**src/rtl/pat_gen_pkg.sv**
```systemverilog
// -----------------------------------------------------------------------------
// pat_gen_pkg
// Shared types and constants for the pat_gen_axis test-pattern source.
//   state_e  : frame sequencer states
//   mode_e   : payload pattern selector
//   PRBS_*   : PRBS-31 (x^31 + x^28 + 1) register width, taps and reset value
//   prbs_fix_seed : maps the forbidden all-zero LFSR seed onto 1
// -----------------------------------------------------------------------------
package pat_gen_pkg;

    typedef enum logic [1:0] {
        S_IDLE = 2'd0,
        S_HDR  = 2'd1,
        S_DATA = 2'd2,
        S_GAP  = 2'd3
    } state_e;

    typedef enum logic [1:0] {
        MODE_CNT   = 2'd0,
        MODE_PRBS  = 2'd1,
        MODE_CONST = 2'd2,
        MODE_WALK  = 2'd3
    } mode_e;

    // PRBS-31 register. Bit 30 is the oldest bit and is the next one shifted
    // out; the feedback bit (bit 30 xor bit 27, i.e. the x^31 and x^28 terms)
    // is shifted in at bit 0.
    localparam int               PRBS_W      = 31;
    localparam int               PRBS_TAP_HI = 30;
    localparam int               PRBS_TAP_LO = 27;
    localparam logic [PRBS_W-1:0] PRBS_RESET = 31'd1;

    // An all-zero LFSR never leaves zero, so a zero seed is replaced by 1.
    function automatic logic [PRBS_W-1:0] prbs_fix_seed(input logic [PRBS_W-1:0] seed);
        return (seed == '0) ? PRBS_RESET : seed;
    endfunction

endpackage

```
**src/rtl/pat_gen_axis_prbs.sv**
```systemverilog
// -----------------------------------------------------------------------------
// pat_prbs_word
// Parallel PRBS-31 word generator. The 31-bit LFSR state is registered; the
// DATA_W output bits for the current state and the state DATA_W shifts later
// are produced by a combinationally unrolled loop.
//   clk_i   : clock
//   arst_ni : asynchronous active-low reset (state returns to 1)
//   load_i  : load state from seed_i (zero seed becomes 1); wins over step_i
//   seed_i  : 31-bit seed
//   step_i  : advance the state by DATA_W bits
//   word_o  : next DATA_W output bits, first-generated bit in the MSB
// -----------------------------------------------------------------------------
module pat_prbs_word
    import pat_gen_pkg::*;
#(
    parameter int DATA_W = 32
) (
    input  logic              clk_i,
    input  logic              arst_ni,
    input  logic              load_i,
    input  logic [PRBS_W-1:0] seed_i,
    input  logic              step_i,
    output logic [DATA_W-1:0] word_o
);

    logic [PRBS_W-1:0] state_q;
    logic [PRBS_W-1:0] state_d;
    logic [PRBS_W-1:0] walk_s;
    logic [PRBS_W-1:0] state_adv;
    logic [DATA_W-1:0] word_d;

    // NOTE: blocking assignments are required here because walk_s is a
    // scratch variable re-used by every unrolled iteration; each iteration
    // must see the value the previous one just wrote.
    always_comb begin
        walk_s = state_q;
        word_d = '0;
        for (int i = 0; i < DATA_W; i++) begin
            word_d[DATA_W-1-i] = walk_s[PRBS_TAP_HI];
            walk_s = {walk_s[PRBS_W-2:0], walk_s[PRBS_TAP_HI] ^ walk_s[PRBS_TAP_LO]};
        end
        state_adv = walk_s;
    end

    // NOTE: state_d gets a value on every path (the final else holds the
    // state), so this block cannot infer a latch.
    always_comb begin
        if (load_i) begin
            state_d = prbs_fix_seed(seed_i);
        end else if (step_i) begin
            state_d = state_adv;
        end else begin
            state_d = state_q;
        end
    end

    always_ff @(posedge clk_i or negedge arst_ni) begin
        if (!arst_ni) begin
            state_q <= PRBS_RESET;
        end else begin
            state_q <= state_d;
        end
    end

    assign word_o = word_d;

endmodule

```
**src/rtl/pat_gen_axis.sv**
```systemverilog
// -----------------------------------------------------------------------------
// pat_gen_axis
// AXI4-Stream framed test-pattern source for the light-modulator stream.
// Each frame is a header word (frame length in bytes) followed by L-1 payload
// words in the selected pattern; frames are separated by a programmable gap.
//   light_modu_clk / arst_n : clock, asynchronous active-low reset
//   cfg_enable     : keep starting frames while high
//   cfg_mode       : 0 counter, 1 PRBS-31, 2 constant, 3 walking-one
//   cfg_frame_len  : words per frame incl. header (<2 treated as 2)
//   cfg_gap        : idle cycles after a frame (plus one fixed cycle)
//   cfg_seed       : PRBS seed (low 31 bits) or constant payload value
//   light_modu_t*  : AXI4-Stream master (tdata/tvalid/tlast out, tready in)
//   frame_cnt      : completed frames, wraps
//   busy           : high whenever the sequencer is not idle
// All outputs come straight from flops; tready only feeds next-state logic.
// -----------------------------------------------------------------------------
module pat_gen_axis
    import pat_gen_pkg::*;
#(
    parameter int DATA_W = 32,
    parameter int LEN_W  = 16
) (
    input  logic              light_modu_clk,
    input  logic              arst_n,
    input  logic              cfg_enable,
    input  logic [1:0]        cfg_mode,
    input  logic [LEN_W-1:0]  cfg_frame_len,
    input  logic [LEN_W-1:0]  cfg_gap,
    input  logic [DATA_W-1:0] cfg_seed,
    output logic [DATA_W-1:0] light_modu_tdata,
    output logic              light_modu_tvalid,
    output logic              light_modu_tlast,
    input  logic              light_modu_tready,
    output logic [LEN_W-1:0]  frame_cnt,
    output logic              busy
);

    localparam int BYTES = DATA_W / 8;

    // Sequencer and output registers.
    state_e            state_q;
    logic [DATA_W-1:0] tdata_q;
    logic              tvalid_q;
    logic              tlast_q;
    logic [LEN_W-1:0]  frame_cnt_q;
    logic              busy_q;

    // Per-frame latched configuration and payload tracking.
    logic [LEN_W-1:0]  len_q;       // clamped frame length
    logic [LEN_W-1:0]  k_q;         // index of the next payload word to present
    logic [LEN_W-1:0]  gap_q;       // gap latched on the tlast handshake
    logic [LEN_W-1:0]  gap_cnt_q;
    mode_e             mode_q;
    logic [DATA_W-1:0] const_q;
    logic [DATA_W-1:0] walk_q;      // one-hot, rotated per word: 1 << (k mod DATA_W)

    // Combinational helpers.
    logic              hs;
    logic              start_frame;
    logic              produce;
    logic [LEN_W-1:0]  len_new;
    logic [DATA_W-1:0] hdr_word;
    logic [PRBS_W-1:0] seed_low;
    logic [DATA_W-1:0] prbs_word;
    logic [DATA_W-1:0] payload_d;
    logic              tlast_d;

    assign hs = tvalid_q & light_modu_tready;

    // A frame starts from idle, or straight out of the gap, while enabled.
    assign start_frame = cfg_enable &&
                         ((state_q == S_IDLE) ||
                          ((state_q == S_GAP) && (gap_cnt_q == gap_q)));

    // A new payload word is loaded when the header is taken, and when a
    // non-final payload word is taken.
    assign produce = hs && ((state_q == S_HDR) ||
                            ((state_q == S_DATA) && !tlast_q));

    assign len_new = (cfg_frame_len < LEN_W'(2)) ? LEN_W'(2) : cfg_frame_len;

    // Multiplying in DATA_W bits gives the required truncation for free.
    assign hdr_word = DATA_W'(len_new) * DATA_W'(BYTES);

    generate
        if (DATA_W >= PRBS_W) begin : g_seed_wide
            assign seed_low = cfg_seed[PRBS_W-1:0];
        end else begin : g_seed_narrow
            assign seed_low = {{(PRBS_W-DATA_W){1'b0}}, cfg_seed};
        end
    endgenerate

    // The LFSR reloads on every header entry so each frame repeats the same
    // sequence, and steps each time its current word is consumed.
    pat_prbs_word #(
        .DATA_W (DATA_W)
    ) u_prbs (
        .clk_i   (light_modu_clk),
        .arst_ni (arst_n),
        .load_i  (start_frame),
        .seed_i  (seed_low),
        .step_i  (produce && (mode_q == MODE_PRBS)),
        .word_o  (prbs_word)
    );

    always_comb begin
        payload_d = '0;
        case (mode_q)
            MODE_CNT:   payload_d = DATA_W'(k_q);
            MODE_PRBS:  payload_d = prbs_word;
            MODE_CONST: payload_d = const_q;
            MODE_WALK:  payload_d = walk_q;
            default:    payload_d = '0;
        endcase
    end

    assign tlast_d = (k_q == (len_q - LEN_W'(2)));

    always_ff @(posedge light_modu_clk or negedge arst_n) begin
        if (!arst_n) begin
            state_q     <= S_IDLE;
            tdata_q     <= '0;
            tvalid_q    <= 1'b0;
            tlast_q     <= 1'b0;
            frame_cnt_q <= '0;
            busy_q      <= 1'b0;
            len_q       <= LEN_W'(2);
            k_q         <= '0;
            gap_q       <= '0;
            gap_cnt_q   <= '0;
            mode_q      <= MODE_CNT;
            const_q     <= '0;
            walk_q      <= DATA_W'(1);
        end else begin
            if (start_frame) begin
                state_q  <= S_HDR;
                busy_q   <= 1'b1;
                tvalid_q <= 1'b1;
                tlast_q  <= 1'b0;
                tdata_q  <= hdr_word;
                len_q    <= len_new;
                mode_q   <= mode_e'(cfg_mode);
                const_q  <= cfg_seed;
                k_q      <= '0;
                walk_q   <= DATA_W'(1);
            end else begin
                case (state_q)
                    S_IDLE: begin
                        busy_q <= 1'b0;
                    end
                    S_HDR: begin
                        if (hs) begin
                            state_q <= S_DATA;
                        end
                    end
                    S_DATA: begin
                        if (hs && tlast_q) begin
                            state_q     <= S_GAP;
                            tvalid_q    <= 1'b0;
                            tlast_q     <= 1'b0;
                            tdata_q     <= '0;
                            frame_cnt_q <= frame_cnt_q + LEN_W'(1);
                            gap_q       <= cfg_gap;
                            gap_cnt_q   <= '0;
                        end
                    end
                    S_GAP: begin
                        if (gap_cnt_q == gap_q) begin
                            state_q <= S_IDLE;
                            busy_q  <= 1'b0;
                        end else begin
                            gap_cnt_q <= gap_cnt_q + LEN_W'(1);
                        end
                    end
                    default: begin
                        state_q <= S_IDLE;
                        busy_q  <= 1'b0;
                    end
                endcase

                // Present the next payload word on the same edge that
                // consumed the previous one.
                if (produce) begin
                    tdata_q <= payload_d;
                    tlast_q <= tlast_d;
                    k_q     <= k_q + LEN_W'(1);
                    walk_q  <= {walk_q[DATA_W-2:0], walk_q[DATA_W-1]};
                end
            end
        end
    end

    assign light_modu_tdata  = tdata_q;
    assign light_modu_tvalid = tvalid_q;
    assign light_modu_tlast  = tlast_q;
    assign frame_cnt         = frame_cnt_q;
    assign busy              = busy_q;

endmodule

```
**config.mk**
```make
export PLATFORM = sky130hd
export DESIGN_NAME = pat_gen_axis
export DESIGN_NICKNAME = d
export VERILOG_FILES = /design/src/rtl/pat_gen_pkg.sv /design/src/rtl/pat_gen_axis_prbs.sv /design/src/rtl/pat_gen_axis.sv
export SDC_FILE = /design/constraint.sdc
export NUM_CORES = 1
export LEC_CHECK = 0
export CORE_UTILIZATION = 28
export CTS_CLUSTER_SIZE = 25
export DETAILED_ROUTE_END_ITERATION = 16
export GPL_TIMING_DRIVEN = 0
export PLACE_DENSITY_LB_ADDON = 0.3
export SLEW_MARGIN = 20
export SYNTH_ARGS = -nofsm -noshare
export SYNTH_HDL_FRONTEND = slang
export SYNTH_SLANG_ARGS = --single-unit
```
**constraint.sdc**
```tcl
create_clock -name light_modu_clk -period 3 [get_ports light_modu_clk]
set_input_delay 0.6 -clock light_modu_clk [delete_from_list [all_inputs] [get_ports light_modu_clk]]
set_output_delay 0.6 -clock light_modu_clk [all_outputs]
set_load 0.01 [all_outputs]
```
Word level (Yosys, flattened, before mapping). Index checks and enable logic that the tools add are counted.

Equal/unequal tests: 13. Reductions and logical operators: 27. $lt $le $gt $ge: 1. Add/sub/neg operators: 4. Multiplexer cells: 29. Bitwise logic cells: 34.

Operators by type and width (number): $mux W32 (6); $pmux W32 S4 (1); $mux W31 (3); $mux W16 (5); $add A16 B1 Y16 const B (3); $eq A16 B16 Y1 (2); $pmux W16 S2 (1); $xor A1 B1 Y1 (32); $logic_not A31 Y1 (1); $lt A16 B2 Y1 const B (1); $sub A16 B2 Y16 const B (1); $reduce_bool A2 Y1 (5); $reduce_bool A3 Y1 (3); $eq A2 B2 Y1 const B (4); $mux W2 (4); $reduce_and A4 Y1 (2); $mux W1 (7); $logic_and A1 B1 Y1 (6); $ne A3 B2 Y1 const B (2); $pmux W2 S3 (1); $reduce_and A2 Y1 (3); $eq A2 B1 Y1 const B (2); $logic_not A2 Y1 (2); $reduce_bool A4 Y1 (1); other kinds (9) (10).

Flip-flop bits (word level): 214. Logic and storage cells: 122. Input port bits: 70.

Depth between registers and ports, before layout.
Depth after elaboration: 7. Depth in mapped cells: 9. Gate-level depth less buffers: 8.

By module. From an unflattened synthesis, not the netlist that was laid out.

Cells, all modules: 1133. Area total of the unflattened synthesis: 11178.2 um^2.

By module, submodules not included: pat_gen_axis (cells an instance 925, area each 9449.1 um^2, seq. area each 4581.9 um^2, instances 1); pat_prbs_word (cells an instance 208, area each 1729.2 um^2, seq. area each 777.0 um^2, instances 1).

Worst setup path before layout. Ideal clock, no wire load.

Path type: register -> register. Start point: register len_q[1]. End point: register tlast_q, in the netlist light_modu_tlast. Buffers on the path: 1. Cell stages (with the launch flop): 10. Data arrival time: 2.783 ns. Slack: 0.144 ns. Path through: dfstp_2 -> clkbuf_1 -> inv_1 -> ha_1 -> or3b_4 -> or4_1 -> a2111oi_0 -> or4b_1 -> nand4b_4 -> a21oi_2.

Word-level cells in the longest chain between the ends: 4.

Ends and longest elaborated chain: from (decl) (line pat_gen_axis.sv:49) `logic [LEN_W-1:0] len_q;`; from (signal assigned) (line pat_gen_axis.sv:141) `len_q <= len_new;`; $sub A16 B2 Y16 (line pat_gen_axis.sv:117) `assign tlast_d = (k_q == (len_q - LEN_W'(2)));`; $eq A16 B16 Y1 (line pat_gen_axis.sv:117); $mux W1 (line pat_gen_axis.sv:183) `if (produce) begin`; $mux W1 (line pat_gen_axis.sv:135) `if (start_frame) begin`; to (signal assigned) (line pat_gen_axis.sv:185) `tlast_q <= tlast_d;`; to (decl) (line pat_gen_axis.sv:44) `logic tlast_q;`.

No other way between the ends. A chain may end at the register's enable or synchronous reset.

Worst setup path in the final report. Same ends and word-level chain as after synthesis.

==> flow_metrics.env <==
export IMPL_setup_violations=0
export IMPL_num_vias=8596
export IMPL_async_reset_ff_share_pct=100
export IMPL_path_cells="inv_2 -> ha_4 -> or3b_4 -> or4_1 -> a2111oi_2 -> or4b_1 -> nand4b_4 -> a21oi_2"
export IMPL_cp_slowest_cell="or4_1"
export IMPL_clock_sinks=214
export IMPL_dp_slack_ps=-257
export IMPL_setup_ws_ps=181
export IMPL_worstPathRequired_ps=3450
export IMPL_yosys_register_bits=214
export IMPL_dpl_cell_area_mm2=0.0130
export IMPL_critPathKind="reg -> reg"
export IMPL_final_area_mm2=0.0139
export IMPL_outcome="finished, final reports clean"
export IMPL_clk_pin_slew_ps=60
export IMPL_numCtsBuffers=26
export IMPL_final_cell_count_no_fill=1745
export IMPL_drt_iter0_markers=452
export IMPL_initial_core_util_pct=28.5
export IMPL_io_pins=121
export IMPL_grt_overflow=0
export IMPL_firstDrtPassIters=5
export IMPL_fin_crit_sh_pct=94.0
export IMPL_antennaDiodeCount=0
export IMPL_cts_htree_levels=1
export IMPL_area_growth_pct=25.0
export IMPL_power_frac_seq_pct=36.9
export IMPL_holdCritPathClass="reg -> reg"
export IMPL_grt_pass1_wl_mm=51.2
export IMPL_core_region_area_mm2=0.0388
export IMPL_met1_usage_pct=21.6
export IMPL_cts_tree="built"
export IMPL_finClkSkew_ps=10.7
export IMPL_worstReg2RegEnd="light_modu_tlast$_DFFE_PN0P_"
export IMPL_rsz0062_at_grt="false"
export IMPL_intPower_mw=8.05
export IMPL_final_nets=1287
export IMPL_r2r_cells=8
export IMPL_synth_warnings=0
export IMPL_p_switching_mw=4.66
export IMPL_critPathBufInv=1
export IMPL_regToRegSetupSlack_ps=180
export IMPL_grt_busiest_layer="met2"
export IMPL_netlist_instances=1057
export IMPL_syn_cell_area_mm2=0.0111
export IMPL_cap_viol_max_count=0
export IMPL_port_buffers=120
export IMPL_fmax_ghz=0.355
export IMPL_hold_viol=0
export IMPL_dp_hpwl_mm=23.7
export IMPL_yosys_most_used_dff="dfrtp_1"
export IMPL_hold_path_end="frame_cnt[15]$_DFFE_PN0P_"
export IMPL_antenna_found_initial=0
export IMPL_grt_max_degree=96
export IMPL_finalWeightedCongestion=0.819
export IMPL_grt_util_met2_pct=26.6
export IMPL_postRouteAntennaNets=0
export IMPL_fin_setup_tns_ps=0
export IMPL_grtUsageMet3_pct=1.88
export IMPL_grt_usage_pct=15.9
export IMPL_fin_util_pct=35.7
export IMPL_swShare_pct=36.6
export IMPL_relSlewSlack_pct=35.8
export IMPL_power_mw=12.7
export IMPL_wl_per_cell_um=18.1
export IMPL_synth_area_per_cell_um2=10.5
export IMPL_fp_dieW_um=201
export IMPL_die_h_um=201
export IMPL_p_leak_nw=5.74
export IMPL_dpl_cell_count=1697
export IMPL_viasPerCell=4.93
export IMPL_worst_path_max_fanout=8
export IMPL_power_frac_clock_pct=23.6
export IMPL_routed_wl_mm=31.6
export IMPL_rows=72
export IMPL_dieArea_mm2=0.0404
export IMPL_path_depth=8
export IMPL_ys_types=65
export IMPL_grt_pass1_vias=8886
export IMPL_drive_above_1_share_pct=8.88
export IMPL_hold_depth=1
export IMPL_tightest_slew_ps=961
export IMPL_p_per_area_mw_per_mm2=918
export IMPL_drcViolationCount=0
export IMPL_cp_top_family="simple AND/OR/NAND/NOR gates"
export IMPL_rr_startpoint="len_q[1]$_DFFE_PN1P_"
export IMPL_yosysSeqAreaShare_pct=48.4
export IMPL_ir_drop_v=0.000507
export IMPL_fin_crit_ps=2820
export IMPL_clk_path_buf_depth=3
export IMPL_clkLatencyLatePin_ps=530
export IMPL_comb_power_share_pct=39.5
export IMPL_end_kind="register"
export IMPL_root_buffer="clkbuf_16"
export IMPL_arrival_ps=3270
export IMPL_whs_ps=482
export IMPL_final_max_slew_violation_count=0
export IMPL_worstHoldStart="frame_cnt[15]$_DFFE_PN0P_"
export IMPL_cpPeakStageDelay_ps=500
export IMPL_critPathLaunchType="register"
export IMPL_synthesis_nets=1136
export IMPL_synth_edf_count=0
==> cell type report <==
type	count	area, µm²
fillers	3868	25000
multi-input cells	765	5400
flip-flops and latches	214	5360
repair buffers	125	1290
clock buffers	44	769
well taps	518	648
plain buffers	64	304
inverters	12	45.0
clock inverters	3	40.0
==> power by group through the flow <==
stage | registers, mW | clock network, mW | logic, mW
2_1_floorplan | 4.49 | 0 | 3.44
3_3_place_gp | 4.72 | 0 | 4.93
3_5_place_dp | 4.72 | 0 | 5.01
4_1_cts | 4.69 | 3.07 | 5.05
5_1_grt | 4.82 | 3.18 | 5.57
6_report | 4.69 | 3.00 | 5.02
==> synth_stat cells (2+ instances only) <==
cell type | n | share of area, %
o21ai_1 | 10 | 0.45
mux2i_1 | 5 | 0.45
clkbuf_1 | 51 | 1.7
xnor2_1 | 78 | 6.2
buf_1 | 3 | 0.10
o31ai_1 | 8 | 0.54
and4_1 | 2 | 0.16
or3_1 | 2 | 0.11
a22o_1 | 13 | 1.0
nor4_1 | 18 | 1.0
dfstp_2 | 3 | 0.71
nand4_1 | 20 | 1.1
clkbuf_8 | 2 | 0.25
a21boi_0 | 3 | 0.20
a22oi_1 | 23 | 1.6
mux4_2 | 16 | 3.3
xor2_1 | 21 | 1.7
mux2_2 | 19 | 1.9
o21ai_0 | 26 | 1.2
inv_1 | 12 | 0.41
ha_1 | 9 | 1.0
and2_1 | 2 | 0.11
nand2b_1 | 5 | 0.28
and3_1 | 9 | 0.51
nand3_1 | 20 | 0.90
dfrtp_1 | 211 | 48
nor3_1 | 13 | 0.59
buf_2 | 8 | 0.36
a21oi_1 | 60 | 2.7
a21o_1 | 6 | 0.41
or4_1 | 8 | 0.54
nor2b_1 | 3 | 0.17
nor2_1 | 64 | 2.2
mux2_1 | 91 | 9.2
o2111ai_1 | 3 | 0.24
o32ai_1 | 2 | 0.16
o211ai_1 | 4 | 0.27
nand2_1 | 175 | 5.9
a211oi_1 | 3 | 0.20
==> timing repair <==
item / 4_1_cts / 5_1_grt
endpoints found under the hold margin: 41 / 0
hold buffers: 1 / 0
pin swaps: 1 / 1
setup buffers: 1 / 1
endpoints found under the setup margin: 36 / 29
gates resized for setup: 9 / 8
==> sequential cells by signal, indices dropped and copies added (netlist names) <==
name               count
const_q               32
light_modu_tdata      32
walk_q                32
u_prbs.state_q        31
frame_cnt             16
gap_cnt_q             16
gap_q                 16
k_q                   16
len_q                 16
mode_q                 2
state_q                2
busy                   1
light_modu_tlast       1
light_modu_tvalid      1
==> metal layers <==
layer	part of all wire, %	up-vias	routed length (µm)
met1	46	4335	14400
met3	3.7	41	1170
met2	48	196	15300
li1	-	4024	-
met5	0	-	0
met4	2.4	0	763
==> worst max-delay path by stage <==
stage | to | slack (ps) | from
final | light_modu_tlast$_DFFE_PN0P_ | 180 | len_q[1]$_DFFE_PN1P_
after global routing | light_modu_tlast$_DFFE_PN0P_ | 5 | state_q[0]$_DFFE_PN0P_
after CTS | light_modu_tdata[24]$_DFFE_PN0P_ | 30 | mode_q[1]$_DFFE_PN0P_
after detailed placement | light_modu_tlast$_DFFE_PN0P_ | -260 | len_q[1]$_DFFE_PN1P_
after global placement | frame_cnt[13]$_DFFE_PN0P_ | -8260 | arst_n
after floorplan | light_modu_tlast$_DFFE_PN0P_ | 140 | len_q[1]$_DFFE_PN1P_
==> cells in the final DEF (no fill, tap or decap), types with 4 or more instances in the layout <==
master / instances
dfrtp_1: 210
nand2_1: 175
clkdlybuf4s50_1: 119
mux2_1: 91
xnor2_1: 78
nor2_1: 64
a21oi_1: 59
clkbuf_1: 58
clkbuf_16: 27
o21ai_0: 26
a22oi_1: 23
xor2_1: 21
nand4_1: 20
nand3_1: 20
mux2_2: 19
nor4_1: 18
mux4_2: 16
nor3_1: 13
a22o_1: 13
inv_1: 11
o21ai_1: 10
and3_1: 9
buf_2: 8
or4_1: 8
o31ai_1: 8
ha_1: 8
a21o_1: 6
nand2b_1: 5
clkbuf_2: 5
mux2i_1: 5
clkbuf_8: 5
o211ai_1: 4
==> logic make-up (layout without fill, tap and decap cells) <==
family	count (synthesis)	in the layout	synth area share, %
AOI/OAI and AO/OA	173	173	9.98
muxes	131	131	14.9
DFF	214	214	48.4
xor gates and xnor gates	99	99	7.83
adders and majority gates	9	9	1.02
buffers and inverters	78	248	3.09
and+or+nand+nor	353	353	14.8
(Power assumes the default switching activity.)
